File: src/rtl/reduce_pkg.sv
// Shared definitions for the reduce_stream frame folder: operator codes,
// FSM state encoding and the operator decoder used by the datapath and fold.
package reduce_pkg;

  localparam logic [2:0] OP_AND  = 3'd0;
  localparam logic [2:0] OP_OR   = 3'd1;
  localparam logic [2:0] OP_XOR  = 3'd2;
  localparam logic [2:0] OP_NAND = 3'd3;
  localparam logic [2:0] OP_NOR  = 3'd4;
  localparam logic [2:0] OP_XNOR = 3'd5;

  typedef enum logic [1:0] {
    S_IDLE = 2'd0,
    S_ACC  = 2'd1,
    S_DONE = 2'd2
  } state_t;

  typedef enum logic [1:0] {
    BASE_AND = 2'd0,
    BASE_OR  = 2'd1,
    BASE_XOR = 2'd2
  } base_t;

  typedef struct packed {
    base_t base;
    logic  inv;
  } op_dec_t;

  // Split an operator code into the base fold and a final inversion;
  // reserved codes fall back to a plain AND fold.
  function automatic op_dec_t decode_op(input logic [2:0] op);
    op_dec_t d;
    d.base = BASE_AND;
    d.inv  = 1'b0;
    case (op)
      OP_AND:  d.base = BASE_AND;
      OP_OR:   d.base = BASE_OR;
      OP_XOR:  d.base = BASE_XOR;
      OP_NAND: begin d.base = BASE_AND; d.inv = 1'b1; end
      OP_NOR:  begin d.base = BASE_OR;  d.inv = 1'b1; end
      OP_XNOR: begin d.base = BASE_XOR; d.inv = 1'b1; end
      default: d.base = BASE_AND;
    endcase
    return d;
  endfunction

endpackage

File: src/rtl/reduce_fold.sv
// Combinational scalar reduction of a word with a selectable base operator
// and optional final inversion.
module reduce_fold
  import reduce_pkg::*;
#(
  parameter int WIDTH = 4
) (
  input  base_t            base,
  input  logic             inv,
  input  logic [WIDTH-1:0] vec,
  output logic             red
);

  // Reduce the whole vector to one bit, then apply the inversion flag.
  always_comb begin
    red = 1'b0;
    case (base)
      BASE_AND: red = &vec;
      BASE_OR:  red = |vec;
      BASE_XOR: red = ^vec;
      default:  red = &vec;
    endcase
    red = red ^ inv;
  end

endmodule

File: src/rtl/reduce_stream.sv
// Folds a valid/ready frame of words with a bitwise operator chosen on the
// first beat and presents the folded vector, scalar reduction, beat count and
// termination flags on a valid/ready result port.
module reduce_stream
  import reduce_pkg::*;
#(
  parameter  int WIDTH     = 4,
  parameter  int MAX_WORDS = 16,
  localparam int CNT_W     = $clog2(MAX_WORDS + 1)
) (
  input  logic             clk,
  input  logic             rst,
  input  logic [2:0]       op,
  input  logic             in_valid,
  output logic             in_ready,
  input  logic [WIDTH-1:0] in_data,
  input  logic             in_last,
  output logic             out_valid,
  input  logic             out_ready,
  output logic [WIDTH-1:0] out_vec,
  output logic             out_bit,
  output logic [CNT_W-1:0] out_count,
  output logic             out_trunc,
  output logic             out_bad_op
);

  localparam bit SINGLE_BEAT = (MAX_WORDS == 1);

  state_t           state;
  state_t           state_next;
  logic [WIDTH-1:0] acc;
  logic [WIDTH-1:0] acc_next;
  logic [CNT_W-1:0] cnt;
  logic [CNT_W-1:0] cnt_inc;
  logic [2:0]       op_q;
  logic             bad_q;
  logic             trunc_q;
  logic             at_limit;
  logic             fold_bit;
  op_dec_t          dec_q;

  assign dec_q    = decode_op(op_q);
  assign cnt_inc  = cnt + CNT_W'(1);
  assign at_limit = (cnt_inc == CNT_W'(MAX_WORDS));

  // Combine the running accumulator with the incoming word using the latched base op.
  always_comb begin
    acc_next = acc;
    case (dec_q.base)
      BASE_AND: acc_next = acc & in_data;
      BASE_OR:  acc_next = acc | in_data;
      BASE_XOR: acc_next = acc ^ in_data;
      default:  acc_next = acc & in_data;
    endcase
  end

  // Datapath registers: first beat seeds the frame, later beats fold in.
  always_ff @(posedge clk) begin
    if (rst) begin
      acc     <= '0;
      cnt     <= '0;
      op_q    <= OP_AND;
      bad_q   <= 1'b0;
      trunc_q <= 1'b0;
    end else begin
      case (state)
        S_IDLE: if (in_valid) begin
          op_q    <= op;
          bad_q   <= (op > OP_XNOR);
          acc     <= in_data;
          cnt     <= CNT_W'(1);
          trunc_q <= SINGLE_BEAT && !in_last;
        end
        S_ACC: if (in_valid) begin
          acc     <= acc_next;
          cnt     <= cnt_inc;
          trunc_q <= at_limit && !in_last;
        end
        default: ;
      endcase
    end
  end

  // State register.
  always_ff @(posedge clk) begin
    if (rst) state <= S_IDLE;
    else     state <= state_next;
  end

  // Next-state logic: close on in_last or the beat limit, release on result handshake.
  always_comb begin
    state_next = state;
    case (state)
      S_IDLE: if (in_valid) state_next = (in_last || SINGLE_BEAT) ? S_DONE : S_ACC;
      S_ACC:  if (in_valid && (in_last || at_limit)) state_next = S_DONE;
      S_DONE: if (out_ready) state_next = S_IDLE;
      default: state_next = S_IDLE;
    endcase
  end

  reduce_fold #(.WIDTH(WIDTH)) u_fold (
    .base (dec_q.base),
    .inv  (dec_q.inv),
    .vec  (acc),
    .red  (fold_bit)
  );

  // Output decode: result fields are driven only while holding a finished frame.
  always_comb begin
    in_ready   = 1'b1;
    out_valid  = 1'b0;
    out_vec    = '0;
    out_bit    = 1'b0;
    out_count  = '0;
    out_trunc  = 1'b0;
    out_bad_op = 1'b0;
    if (state == S_DONE) begin
      in_ready   = 1'b0;
      out_valid  = 1'b1;
      out_vec    = dec_q.inv ? ~acc : acc;
      out_bit    = fold_bit;
      out_count  = cnt;
      out_trunc  = trunc_q;
      out_bad_op = bad_q;
    end
  end

endmodule

File: config.mk
export PLATFORM = sky130hd
export DESIGN_NAME = reduce_stream
export DESIGN_NICKNAME = d
export VERILOG_FILES = /design/src/rtl/reduce_pkg.sv /design/src/rtl/reduce_fold.sv /design/src/rtl/reduce_stream.sv
export SDC_FILE = /design/constraint.sdc
export NUM_CORES = 1
export LEC_CHECK = 0
export ABC_AREA = 1
export BUFFER_PORTS_ARGS = -buffer_cell sky130_fd_sc_hd__buf_4
export CAP_MARGIN = 20
export CORE_ASPECT_RATIO = 1.2
export CORE_MARGIN = 8
export CORE_UTILIZATION = 35
export DETAILED_ROUTE_END_ITERATION = 10
export GPL_TIMING_DRIVEN = 1
export HOLD_SLACK_MARGIN = 0.08
export PLACE_DENSITY = 0.65
export SLEW_MARGIN = 20
export SYNTH_ARGS = -nofsm -noshare
export SYNTH_HDL_FRONTEND = slang
export SYNTH_SLANG_ARGS = --single-unit
File: constraint.sdc
create_clock -name clk -period 2 [get_ports clk]
set_input_delay 0.1 -clock clk [delete_from_list [all_inputs] [get_ports clk]]
set_output_delay 0.1 -clock clk [all_outputs]
set_load 0.03 [all_outputs]
==> results.sh <==
export IMPL_cts_buffer_depth=2
export IMPL_place_congestion=0.748
export IMPL_hold_slack_ps=89.1
export IMPL_critPathKind="flop to primary output"
export IMPL_wl_per_cell_um=11.4
export IMPL_die_w_um=69.9
export IMPL_first_iter_violations=29
export IMPL_cp_start_kind="flop"
export IMPL_path_cells="inv_2, nor2_2, inv_2, o22ai_2, inv_2, ha_4, a21oi_2, nand2_1, nand2_2, o21ai_2, a21oi_2, buf_6"
export IMPL_pwr_share_comb_pct=35.6
export IMPL_internal_power_uw=610
export IMPL_end_kind="primary output"
export IMPL_ys_types=26
export IMPL_root_buffer="clkbuf_8"
export IMPL_hp_class="input pin to flop"
export IMPL_ant_nets=0
export IMPL_critPathMaxStageDelay_ps=350
export IMPL_dr_pass1_iters=4
export IMPL_synth_seq_area_share_pct=26.3
export IMPL_slew_viol_final=0
export IMPL_vias=1193
export IMPL_setup_viol=0
export IMPL_outcome="finished clean"
export IMPL_tightest_slew_ps=304
export IMPL_htreeDepth=1
export IMPL_grt_pass1_vias=1089
export IMPL_synth_warnings=0
export IMPL_io_pins=26
export IMPL_gr_total_overflow=0
export IMPL_dpl_hpwl_mm=2.15
export IMPL_clock_sinks=16
export IMPL_grt_antenna_before_repair=0
export IMPL_drive_above_1_share_pct=29.3
export IMPL_syn_nets=204
export IMPL_r2r_slack_ps=230
export IMPL_die_h_um=80.6
export IMPL_cts_buffers=3
export IMPL_syn_cell_area_mm2=0.00122
export IMPL_grt_setup_unrepaired="yes"
export IMPL_insertion_delay_ps=240
export IMPL_drt_wl_total_mm=2.78
export IMPL_tns_ps=0
export IMPL_nets=237
export IMPL_leakage_nw=0.702
export IMPL_cts_tree="done"
export IMPL_cts_clk_slew_worst_paths_ps=60
export IMPL_row_count=23
export IMPL_arrival_ps=1820
export IMPL_clock_power_share_pct=25.4
export IMPL_slowest_stage="dfxtp_2"
export IMPL_start_util_pct=36.5
export IMPL_area_growth_pct=27.9
export IMPL_finClkSkew_ps=1.83
export IMPL_grt_max_degree=12
export IMPL_drcViolationCount=0
export IMPL_placed_cell_area_mm2=0.00144
export IMPL_final_area_mm2=0.00156
export IMPL_vdd_drop_max_uv=430
export IMPL_grt_use_total_pct=9.55
export IMPL_viasPerCell=4.87
export IMPL_dieArea_mm2=0.00563
export IMPL_switchingPower_uw=317
export IMPL_relSlewSlack_pct=79.7
export IMPL_powerDensity_mw_per_mm2=594
export IMPL_hold_viol_final=0
export IMPL_crit_required_ps=1900
export IMPL_synth_cells=177
export IMPL_drv_cap=0
export IMPL_portBuffers=25
export IMPL_p_seq_share_pct=39.0
export IMPL_fp_coreArea_mm2=0.00334
export IMPL_crit_fanout=4
export IMPL_fmax_mhz=520
export IMPL_avgSynthCellArea_um2=6.89
export IMPL_synth_seq_cells=16
export IMPL_crit_top_cell="inv_2"
export IMPL_antenna_cells=0
export IMPL_post_route_min_period_ps=1920
export IMPL_swShare_pct=34.2
export IMPL_fin_crit_sh_pct=96.2
export IMPL_grt_first_pass_wirelength_mm=4.52
==> cell usage after synthesis <==
library cell  instances  area, µm²
nor2_2                2       12.5
nand2_1              30        113
or2_1                 1       6.26
ha_1                 15        188
a21oi_1              28        140
nor2_1               13       48.8
a21oi_4               1       16.3
a221oi_2              1       15.0
o211ai_1              3       22.5
nor2_4                1       11.3
xor2_1                1       8.76
a21oi_2               1       8.76
nor3_2                1       10.0
dfxtp_1              16        320
o22ai_1               1       6.26
nand2_2               1       6.26
inv_4                 1       6.26
buf_2                 1       5.00
inv_1                28        105
nand4_1               2       12.5
o21ai_1               5       25.0
inv_2                 3       11.3
o21ai_0              13       65.1
nand3_1               5       25.0
nand3b_1              1       7.51
buf_6                 2       22.5
==> power by group through the flow <==
stage | Clock (mW) | Combinational [mW] | Sequential [mW]
after floorplan | 0 | 0.206 | 0.362
after global placement | 0 | 0.282 | 0.365
after detailed placement | 0 | 0.283 | 0.366
after CTS | 0.245 | 0.301 | 0.360
after global routing | 0.259 | 0.371 | 0.364
final | 0.235 | 0.330 | 0.361
==> sequential cells by signal (all words and copies together), names as in the netlist <==
register,cells
bad_q,1
cnt,5
op_q,3
acc,4
trunc_q,1
state,2
==> cells by family (layout without fill, tap and decap cells) <==
logic type      after synthesis  in the layout  share of synthesized area (%)
compound gates               53             53                           24.5
xor+xnor                      1              1                          0.719
fa+ha+maj                    15             15                           15.4
buf+inv                      35             66                           12.3
flops                        16             16                           26.3
simple gates                 57             57                           20.7
==> final cells by class <==
cell class	count	area (µm²)
fill	344	1780
multi-input combinational	126	790
sequential	16	323
timing repair buffer	31	236
inverter	32	123
tap	37	46.3
clock buffer	3	41.3
==> routing by layer <==
layer  vias to the layer above  wire length, µm  track usage (%)  share of wire (%)
li1                        639                -                -                  -
met1                       522             1230             10.2                 44
met2                        28             1360             17.1                 49
met3                         4              151             2.46                5.4
met4                         0               42             4.83                1.5
met5                         -                0                0                  0
==> per-stage QoR <==
step | instances | setup WS, ps | utilization (%) | power (mW)
after global placement | 238 | 150 | 43.3 | 0.647
after detailed placement | 238 | 87.3 | 43.3 | 0.649
after floorplan | 177 | 151 | - | 0.568
after CTS | 241 | 2.22 | 45.3 | 0.906
after global routing | 245 | -74.8 | 46.7 | 0.994
final | 245 | 75.4 | 46.7 | 0.926
==> layout by cell type (no fill, tap or decap), types with 5 or more instances in the layout <==
master,synthesis,final
inv_1,28,24
buf_4,0,30
inv_2,3,7
ha_1,15,14
nand3_1,5,5
o21ai_0,13,13
dfxtp_1,16,14
nand2_1,30,29
nor2_1,13,11
a21oi_1,28,25
==> timing repair <==
item / CTS / global route
hold buffers: 0 / 0
setup buffers: 0 / 4
gates resized for setup: 7 / 9
endpoints found under the setup margin: 1 / 1
pin swaps: 0 / 6
==> final timing paths <==
check / startpoint / endpoint / cells past startpoint
max reg2reg: op_q[0] / acc[0] / 12
min: rst / state[1] / 2
min reg2reg: trunc_q / trunc_q / 2
max: op_q[0] / out_bit / 12
==> worst max-delay path: cells and delay by family, from the launching register on <==
kind	cells	cell delay [ps]
buf+inv	4	310
fa+ha+maj	1	230
simple gates	3	240
flops	1	350
compound gates	4	450
No activity file was read; power rests on OpenSTA's default activity.
